$ cat config.mk
export PLATFORM = sky130hd
export DESIGN_NAME = fpmac_result_collector
export DESIGN_NICKNAME = d
export VERILOG_FILES = /design/src/rtl/fpmac_pkg.sv /design/src/rtl/fpmac_classify.sv /design/src/rtl/fpmac_result_collector.sv
export SDC_FILE = /design/constraint.sdc
export NUM_CORES = 1
export LEC_CHECK = 0
export ABC_AREA = 1
export CAP_MARGIN = 10
export CORE_MARGIN = 2
export CORE_UTILIZATION = 58
export CTS_CLUSTER_DIAMETER = 120
export DETAILED_ROUTE_END_ITERATION = 10
export PLACE_DENSITY = 0.85
export SETUP_SLACK_MARGIN = 0.15
export SLEW_MARGIN = 20
export SYNTH_ARGS = -nofsm -noshare
export SYNTH_HDL_FRONTEND = slang
export SYNTH_SLANG_ARGS = --single-unit
$ cat constraint.sdc
create_clock -name clk -period 3.79 [get_ports clk]
set_input_delay 0.5685 -clock clk [delete_from_list [all_inputs] [get_ports clk]]
set_output_delay 0.5685 -clock clk [all_outputs]
set_load 0.01 [all_outputs]
$ cat src/rtl/fpmac_pkg.sv
// Shared FP32 constants and class-flag definitions for the FP MAC result path.
`timescale 1ns/100ps
package fpmac_pkg;

  localparam int unsigned FP32_WIDTH      = 32;
  localparam int unsigned FP32_EXP_WIDTH  = 8;
  localparam int unsigned FP32_MANT_WIDTH = 23;

  localparam int unsigned FLAG_WIDTH = 4;
  localparam int unsigned FLAG_NAN   = 3;
  localparam int unsigned FLAG_INF   = 2;
  localparam int unsigned FLAG_ZERO  = 1;
  localparam int unsigned FLAG_SUB   = 0;

  // Bit order matches the FLAG_* indices: {nan, inf, zero, sub}.
  typedef struct packed {
    logic nan;
    logic inf;
    logic zero;
    logic sub;
  } fp_flags_t;

endpackage

$ cat src/rtl/fpmac_classify.sv
// Combinational IEEE-754 class decode of one result word into {nan, inf, zero, subnormal}.
`timescale 1ns/100ps
module fpmac_classify
  import fpmac_pkg::*;
#(
  parameter int unsigned BIT_WIDTH  = FP32_WIDTH,
  parameter int unsigned EXP_WIDTH  = FP32_EXP_WIDTH,
  parameter int unsigned MANT_WIDTH = FP32_MANT_WIDTH
) (
  input  logic [BIT_WIDTH-1:0]  word,
  output logic [FLAG_WIDTH-1:0] flags
);

  logic [EXP_WIDTH-1:0]  exp_f;
  logic [MANT_WIDTH-1:0] mant_f;
  logic                  exp_ones;
  logic                  exp_zero;
  logic                  mant_zero;
  logic                  unused_sign;

  assign exp_f       = word[BIT_WIDTH-2 -: EXP_WIDTH];
  assign mant_f      = word[MANT_WIDTH-1:0];
  assign exp_ones    = &exp_f;
  assign exp_zero    = ~|exp_f;
  assign mant_zero   = ~|mant_f;
  // Sign never affects the class.
  assign unused_sign = word[BIT_WIDTH-1];

  always_comb begin
    flags            = '0;
    flags[FLAG_NAN]  = exp_ones && !mant_zero;
    flags[FLAG_INF]  = exp_ones && mant_zero;
    flags[FLAG_ZERO] = exp_zero && mant_zero;
    flags[FLAG_SUB]  = exp_zero && !mant_zero;
  end

endmodule

$ cat src/rtl/fpmac_result_collector.sv
// FIFO collector for FP MAC results, tagging each word with class flags at push time.
// Optional NaN/Inf statistics counters are built when FPMAC_STATS_EN is defined.
`timescale 1ns/100ps
module fpmac_result_collector
  import fpmac_pkg::*;
#(
  parameter int unsigned BIT_WIDTH  = FP32_WIDTH,
  parameter int unsigned EXP_WIDTH  = FP32_EXP_WIDTH,
  parameter int unsigned MANT_WIDTH = FP32_MANT_WIDTH,
  parameter int unsigned DEPTH      = 8
) (
  input  logic                   clk,
  input  logic                   rst_n,
  input  logic                   clear,
  input  logic                   in_valid,
  input  logic [BIT_WIDTH-1:0]   in_data,
  output logic                   in_ready,
  output logic                   out_valid,
  output logic [BIT_WIDTH-1:0]   out_data,
  output logic [3:0]             out_flags,
  input  logic                   out_ready,
  output logic [$clog2(DEPTH):0] level,
  output logic [31:0]            total_cnt
`ifdef FPMAC_STATS_EN
  ,
  output logic [15:0]            nan_cnt,
  output logic [15:0]            inf_cnt
`endif
);

  localparam int unsigned AW = $clog2(DEPTH);
  localparam int unsigned LW = AW + 1;

  logic [BIT_WIDTH-1:0]  mem_data  [DEPTH];
  fp_flags_t             mem_flags [DEPTH];

  logic [AW-1:0]         wr_ptr;
  logic [AW-1:0]         rd_ptr;
  logic [LW-1:0]         level_q;
  logic [31:0]           total_q;
  logic [FLAG_WIDTH-1:0] in_flags;
  logic                  push;
  logic                  pop;

  fpmac_classify #(
    .BIT_WIDTH  (BIT_WIDTH),
    .EXP_WIDTH  (EXP_WIDTH),
    .MANT_WIDTH (MANT_WIDTH)
  ) u_classify (
    .word  (in_data),
    .flags (in_flags)
  );

  assign in_ready  = (level_q != LW'(DEPTH));
  assign out_valid = (level_q != '0);
  assign push      = in_valid && in_ready;
  assign pop       = out_valid && out_ready;
  assign level     = level_q;
  assign total_cnt = total_q;

  // Head is gated so outputs read zero when empty and never expose unreset storage.
  assign out_data  = out_valid ? mem_data[rd_ptr] : '0;
  assign out_flags = out_valid ? mem_flags[rd_ptr] : '0;

  // Pointer, occupancy and accepted-word counter; clear overrides any push/pop.
  always_ff @(posedge clk or negedge rst_n) begin
    if (!rst_n) begin
      wr_ptr  <= '0;
      rd_ptr  <= '0;
      level_q <= '0;
      total_q <= '0;
    end else if (clear) begin
      wr_ptr  <= '0;
      rd_ptr  <= '0;
      level_q <= '0;
      total_q <= '0;
    end else begin
      if (push) begin
        wr_ptr  <= wr_ptr + AW'(1);
        total_q <= total_q + 32'd1;
      end
      if (pop) begin
        rd_ptr <= rd_ptr + AW'(1);
      end
      case ({push, pop})
        2'b10:   level_q <= level_q + LW'(1);
        2'b01:   level_q <= level_q - LW'(1);
        default: level_q <= level_q;
      endcase
    end
  end

  // Storage array carries no reset; occupancy alone decides what is valid.
  always_ff @(posedge clk) begin
    if (push && !clear) begin
      mem_data[wr_ptr]  <= in_data;
      mem_flags[wr_ptr] <= fp_flags_t'(in_flags);
    end
  end

`ifdef FPMAC_STATS_EN
  // Saturating NaN/Inf counters, sampled on accepted pushes only.
  always_ff @(posedge clk or negedge rst_n) begin
    if (!rst_n) begin
      nan_cnt <= '0;
      inf_cnt <= '0;
    end else if (clear) begin
      nan_cnt <= '0;
      inf_cnt <= '0;
    end else if (push) begin
      if (in_flags[FLAG_NAN] && (nan_cnt != 16'hFFFF)) nan_cnt <= nan_cnt + 16'd1;
      if (in_flags[FLAG_INF] && (inf_cnt != 16'hFFFF)) inf_cnt <= inf_cnt + 16'd1;
    end
  end
`endif

endmodule

Yosys cells after proc, flatten, opt, wreduce, memory -nomap -nowiden
Memory sizes are Yosys's and may differ from the RTL's.
Index checks and enable logic that the tools add are counted.
{"block": "op_classes", "n_addsub": 5, "eq_ne": 3, "muxes": 12, "n_reduce_logical": 17}
{"cell": "2-to-1 mux 32 bit", "n": 3}
{"cell": "adder 32 x 1 -> 32 bit (second input constant)", "n": 1}
{"cell": "OR reduction 23 bit", "n": 1}
{"cell": "2-to-1 mux 3 bit", "n": 4}
{"cell": "2-to-1 mux 4 bit", "n": 2}
{"cell": "case mux 4 bit (2 select lines)", "n": 1}
{"cell": "AND reduction 8 bit", "n": 1}
{"cell": "OR reduction 8 bit", "n": 1}
{"cell": "logical AND 1 bit", "n": 7}
{"cell": "adder 3 x 1 -> 3 bit (second input constant)", "n": 2}
{"cell": "adder 4 x 1 -> 4 bit (second input constant)", "n": 1}
{"cell": "inequality test 4 bit (second input constant)", "n": 1}
{"cell": "nonzero test 2 bit", "n": 2}
{"cell": "nonzero test 4 bit", "n": 1}
{"cell": "subtractor 4 x 1 -> 4 bit (second input constant)", "n": 1}
{"cell": "logical NOT 1 bit", "n": 3}
{"cell": "nonzero test 3 bit", "n": 1}
{"cell": "== test 2 x 1 -> 1 bit (second input constant)", "n": 1}
{"cell": "== test 2 bit (second input constant)", "n": 1}
{"cell": "2-to-1 mux 1 bit", "n": 2}
{"block": "word_totals", "reg_bits": 42, "ramBits": 288, "inputBits": 37, "n_memories": 2}
{"name": "mem_data", "words": 8, "word_bits": 32, "rd": 1, "rd_ports_with_merged_regs": 0, "write_ports": 1, "line_no": "fpmac_result_collector.sv:34", "source": "logic [BIT_WIDTH-1:0] mem_data [DEPTH];"}
{"name": "mem_flags", "words": 8, "word_bits": 4, "rd": 1, "rd_ports_with_merged_regs": 0, "write_ports": 1, "line_no": "fpmac_result_collector.sv:35", "source": "fp_flags_t mem_flags [DEPTH];"}

Longest topological paths before layout
{"block": "logic_depth", "depth_word": 5, "mapped_depth": 15, "ltp_nobuf": 14}

Hierarchy
A second synthesis with hierarchy kept.
{"block": "hier_totals", "cells_unflattened": 1228, "area_unflattened_um2": 14051.0}
{"module": "fpmac_result_collector", "n_inst": 1, "cells_each": 1189, "area_per_inst_um2": 13887.1}
{"module": "fpmac_classify", "n_inst": 1, "cells_each": 39, "area_per_inst_um2": 163.9}

Least setup slack after synthesis
Ideal clock, no wire load.
{"block": "synth_timing", "path_type": "register to register", "from": "register level_q[3] (netlist: level[3])", "to": "memory mem_data[0][0] in the netlist's numbering, enable pin", "setup_time_ns": 0.429, "t_arrival_ns": 2.738, "t_required_ns": 3.361, "setup_slack_ns": 0.622, "stages_incl_launch_ff": 9, "path_buffers": 1, "cell_sequence": "dfrtp_1 inv_1 nor2_1 nand2_2 nand2_2 buf_6 nor2_1 nand2_1 nor2_1"}
{"block": "synth_between", "elab_chain_cells": 5}
{"element": "start, declared", "line_no": "fpmac_result_collector.sv:39", "source": "logic [LW-1:0] level_q;"}
{"element": "start signal, assigned", "line_no": "fpmac_result_collector.sv:86", "source": "2'b10: level_q <= level_q + LW'(1);"}
{"element": "start signal, assigned", "line_no": "fpmac_result_collector.sv:87", "source": "2'b01: level_q <= level_q - LW'(1);"}
{"element": "start signal, assigned", "line_no": "fpmac_result_collector.sv:88", "source": "default: level_q <= level_q;"}
{"element": "inequality test 4 bit", "line_no": "fpmac_result_collector.sv:54", "source": "assign in_ready = (level_q != LW'(DEPTH));"}
{"element": "named net in_ready", "line_no": "fpmac_result_collector.sv:17", "source": "output logic in_ready,"}
{"element": "logical AND 1 bit", "line_no": "fpmac_result_collector.sv:56", "source": "assign push = in_valid && in_ready;"}
{"element": "logical AND 1 bit", "line_no": "fpmac_result_collector.sv:95", "source": "if (push && !clear) begin"}
{"element": "2-to-1 mux 1 bit", "line_no": "fpmac_result_collector.sv:95"}
{"element": "2-to-1 mux 1 bit (not written as such)", "line_no": "fpmac_result_collector.sv:96", "source": "mem_data[wr_ptr] <= in_data;"}
{"element": "end, declared", "line_no": "fpmac_result_collector.sv:34"}
The timed path passes the listed nets, and every way through them passes these cells.

Worst setup path after layout
{"block": "layout_timing", "from": "register rd_ptr[0]", "to": "output port out_data[0]"}
{"block": "layout_between", "elab_chain_cells": 2}
{"element": "start, declared", "line_no": "fpmac_result_collector.sv:38", "source": "logic [AW-1:0] rd_ptr;"}
{"element": "start signal, assigned", "line_no": "fpmac_result_collector.sv:83", "source": "rd_ptr <= rd_ptr + AW'(1);"}
{"element": "memory read (8 x 32 bit)"}
{"element": "2-to-1 mux 32 bit", "line_no": "fpmac_result_collector.sv:62", "source": "assign out_data = out_valid ? mem_data[rd_ptr] : '0;"}
{"element": "end, declared", "line_no": "fpmac_result_collector.sv:19", "source": "output logic [BIT_WIDTH-1:0] out_data,"}
No other way between the ends.

==> summary.txt <==
Run status
  – Status: finished clean

Worst setup path
  – Critical Path AT: 2940 ps
  – CP Capture Type: output pin
  – CP required: 3220 ps
  – R2R Path Start: level[3]$_DFFE_PN0P_
  – Max Fanout on Critical Path: 92
  – Top delay family on crit path: buffers and inverters
  – CP max stage cell: dfrtp_4
  – Kind of launch point of the worst setup path: register
  – Most common cell on crit path: nor2_1
  – CP peak stage delay: 640 ps
  – Crit path depth: 7
  – FF-to-FF setup slack: 1310 ps
  – WP buf/inv: 3
  – Worst setup startpoint: rd_ptr[0]$_DFFE_PN0P_
  – Worst path cell trace: inv_4 -> buf_12 -> nor2_1 -> o32ai_1 -> o21ai_1 -> nor2_1 -> clkdlybuf4s50_1
  – End of the critical path: out_data[0]
  – R2r worst-path depth: 8
  – Worst R2R End: mem_data[7][11]$_DFFE_PP_
  – Crit path kind: reg2out

Timing
  – Worst Skew: 17.1 ps
  – Period utilization: 92.5%
  – Setup TNS: 0 ps
  – Setup ws final: 286 ps
  – # setup viols final: 0
  – RSZ-0062 raised after global routing: no
  – Final Hold Fails: 0
  – Post-route minimum period: 3500 ps
  – Fmax: 285 MHz
  – Tightest Pin Transition: 1010 ps
  – Worst slew margin: 32.5%
  – Slew Viols, Final: 0

Clocking
  – Num CTS Buffers: 34
  – Clock net sink count: 330
  – CTS root buf: clkbuf_16
  – Maximum clock path buffer count: 3
  – Cts hold-fix bufs: 0
  – Worst skew pair latency: 520 ps
  – Cts repair resizes: 0
  – CTS tree: built
  – Number of post-CTS setup repair buffers: 0
  – CTS H-tree lvls: 2
  – Clk slew on worst S/H paths: 60 ps

Global routing
  – Number of global-route vias before repair: 9828
  – Antenna violations before repair: 1
  – Largest net degree at the start of global routing: 93
  – Global-route wire length before repair: 51400 um
  – GRT Total Usage: 25.6%
  – GRT overflow: 0

Layout
  – Final core utilization: 70.7%
  – Most common cell after layout, fill and taps aside: nor2_1
  – Most frequent cells in the layout: nor2_1, edfxtp_1, o21ai_0
  – Share of cells above drive strength 1: 7.84%
  – Ant diodes: 0
  – Nets@finish: 1372
  – Syn-to-layout area delta: 19.6%

Drt
  – Antenna Nets Post-Route: 0
  – Via density: 5.97
  – Via count: 9970
  – Wire per inst: 19.6 um
  – Initial drt markers: 1145
  – Remaining DRCs: 0
  – Pre-Repair DR Iteration Count: 5
  – WL final: 32700 um

Synth
  – Synthesized cell area: 13900 um2
  – Sequential fraction of the synthesis area: 69.7%
  – Yosys cell types: 35
  – Cell count after synthesis: 1222
  – #FFs+latches synth: 330
  – Synth warn: 0
  – Net Count, Synth: 1264
  – Synth Area per Inst: 11.4 um2

Floorplan
  – Die height: 159 um
  – Core Region: 23500 um2
  – Initial Utilization: 59.1%
  – Ports: 111
  – Horiz. Die Dim: 159 um
  – Die area: 25300 um2
  – Cell Rows: 56

Pwr
  – Total Power: 11.3 mW
  – Maximum vdd drop: 483 uV
  – Pwr per Cell Area: 680 nW/um2
  – Leak Pwr: 5.81 nW

Placed design
  – Detailed Place HPWL: 18800 um
  – Buffers on Ports: 110
  – DP Worst Slack: 837 ps
  – Placer congestion estimate: 0.900

Min path
  – Hold crit path type: in2async

Job
  – Max-cap violations: 0
-- state kept, by name, indices dropped and copies added, names as in the netlist --
register / flops
mem_data: 256
mem_flags: 32
total_cnt: 32
level: 4
rd_ptr: 3
wr_ptr: 3
-- stage by stage --
| stage | area (um2) | hold slack, ps | cells |
|---|---|---|---|
| finish | 16600 | 214 | 1671 |
| CTS | 16600 | 236 | 1671 |
| floorplan | 13900 | 273 | 1222 |
| detailed placement | 15500 | 521 | 1613 |
| global route | 16600 | 295 | 1671 |
| global placement | 15500 | 520 | 1613 |
-- layout make-up --
cell class / instances / area (um2)
tap: 319 / 399
timing repair buffer: 137 / 1360
fill: 1578 / 6890
multi-input combinational: 767 / 3770
clock buffer: 41 / 941
clock inverter: 17 / 245
inverter: 60 / 228
sequential: 330 / 9710
-- worst min path at each step --
stage / endpoint / slack, ps / cells past startpoint
floorplan: level[0]$_DFFE_PN0P_ / 270 / 0
global placement: total_cnt[11]$_DFFE_PN0P_ / 520 / 1
detailed placement: total_cnt[11]$_DFFE_PN0P_ / 520 / 1
CTS: total_cnt[19]$_DFFE_PN0P_ / 240 / 1
global route: total_cnt[18]$_DFFE_PN0P_ / 290 / 1
finish: total_cnt[24]$_DFFE_PN0P_ / 210 / 1
-- metal layers --
metal	wire length [um]	global-route usage, %	share of wire [%]
met5	13	0	0.040
met4	996	9.34	3.0
met3	2620	4.35	8.0
met2	16400	44.0	50
met1	12700	33.0	39
-- power by group --
part           leakage, nW  internal, mW  switching [mW]
combinational         2.06          1.46            2.07
sequential            3.18          4.08           0.183
clock                0.575          2.18            1.34
total                 5.81          7.72            3.60
-- logic make-up (layout without fill, tap and decap cells) --
family | Yosys count | after routing | synth area share [%]
and+or+nand+nor | 529 | 529 | 15.7
DFF | 330 | 330 | 69.7
xor gates and xnor gates | 2 | 2 | 0.126
adders and majority gates | 5 | 5 | 0.449
buffers and inverters | 125 | 255 | 3.70
AOI/OAI and AO/OA | 231 | 231 | 10.4
-- synth_stat cells --
library cell,instances,share of area (%)
nand2_2,4,0.18
nor3_1,13,0.47
nor2_8,1,0.14
nand4_1,18,0.81
dfrtp_1,42,7.5
a31oi_1,3,0.13
nand2_4,1,0.081
nand3_1,21,0.75
a21o_1,1,0.054
a21oi_1,16,0.58
xor2_1,2,0.13
o21ai_1,10,0.36
nand3b_1,1,0.054
a211oi_1,1,0.054
buf_2,22,0.79
and2_1,1,0.045
buf_1,8,0.22
inv_1,58,1.6
nor4_1,9,0.40
o21ai_0,124,4.5
o21a_1,3,0.16
nand2_1,103,2.8
nor2_1,349,9.4
inv_2,2,0.054
buf_6,2,0.16
nand3_2,1,0.072
o32ai_1,72,4.5
buf_4,1,0.054
nor2_2,1,0.045
clkbuf_1,32,0.86
o21bai_1,1,0.054
edfxtp_1,288,62
nor2_4,4,0.32
ha_1,5,0.45
nor3b_1,2,0.11
Note: power is estimated with default switching activity, not from simulation.
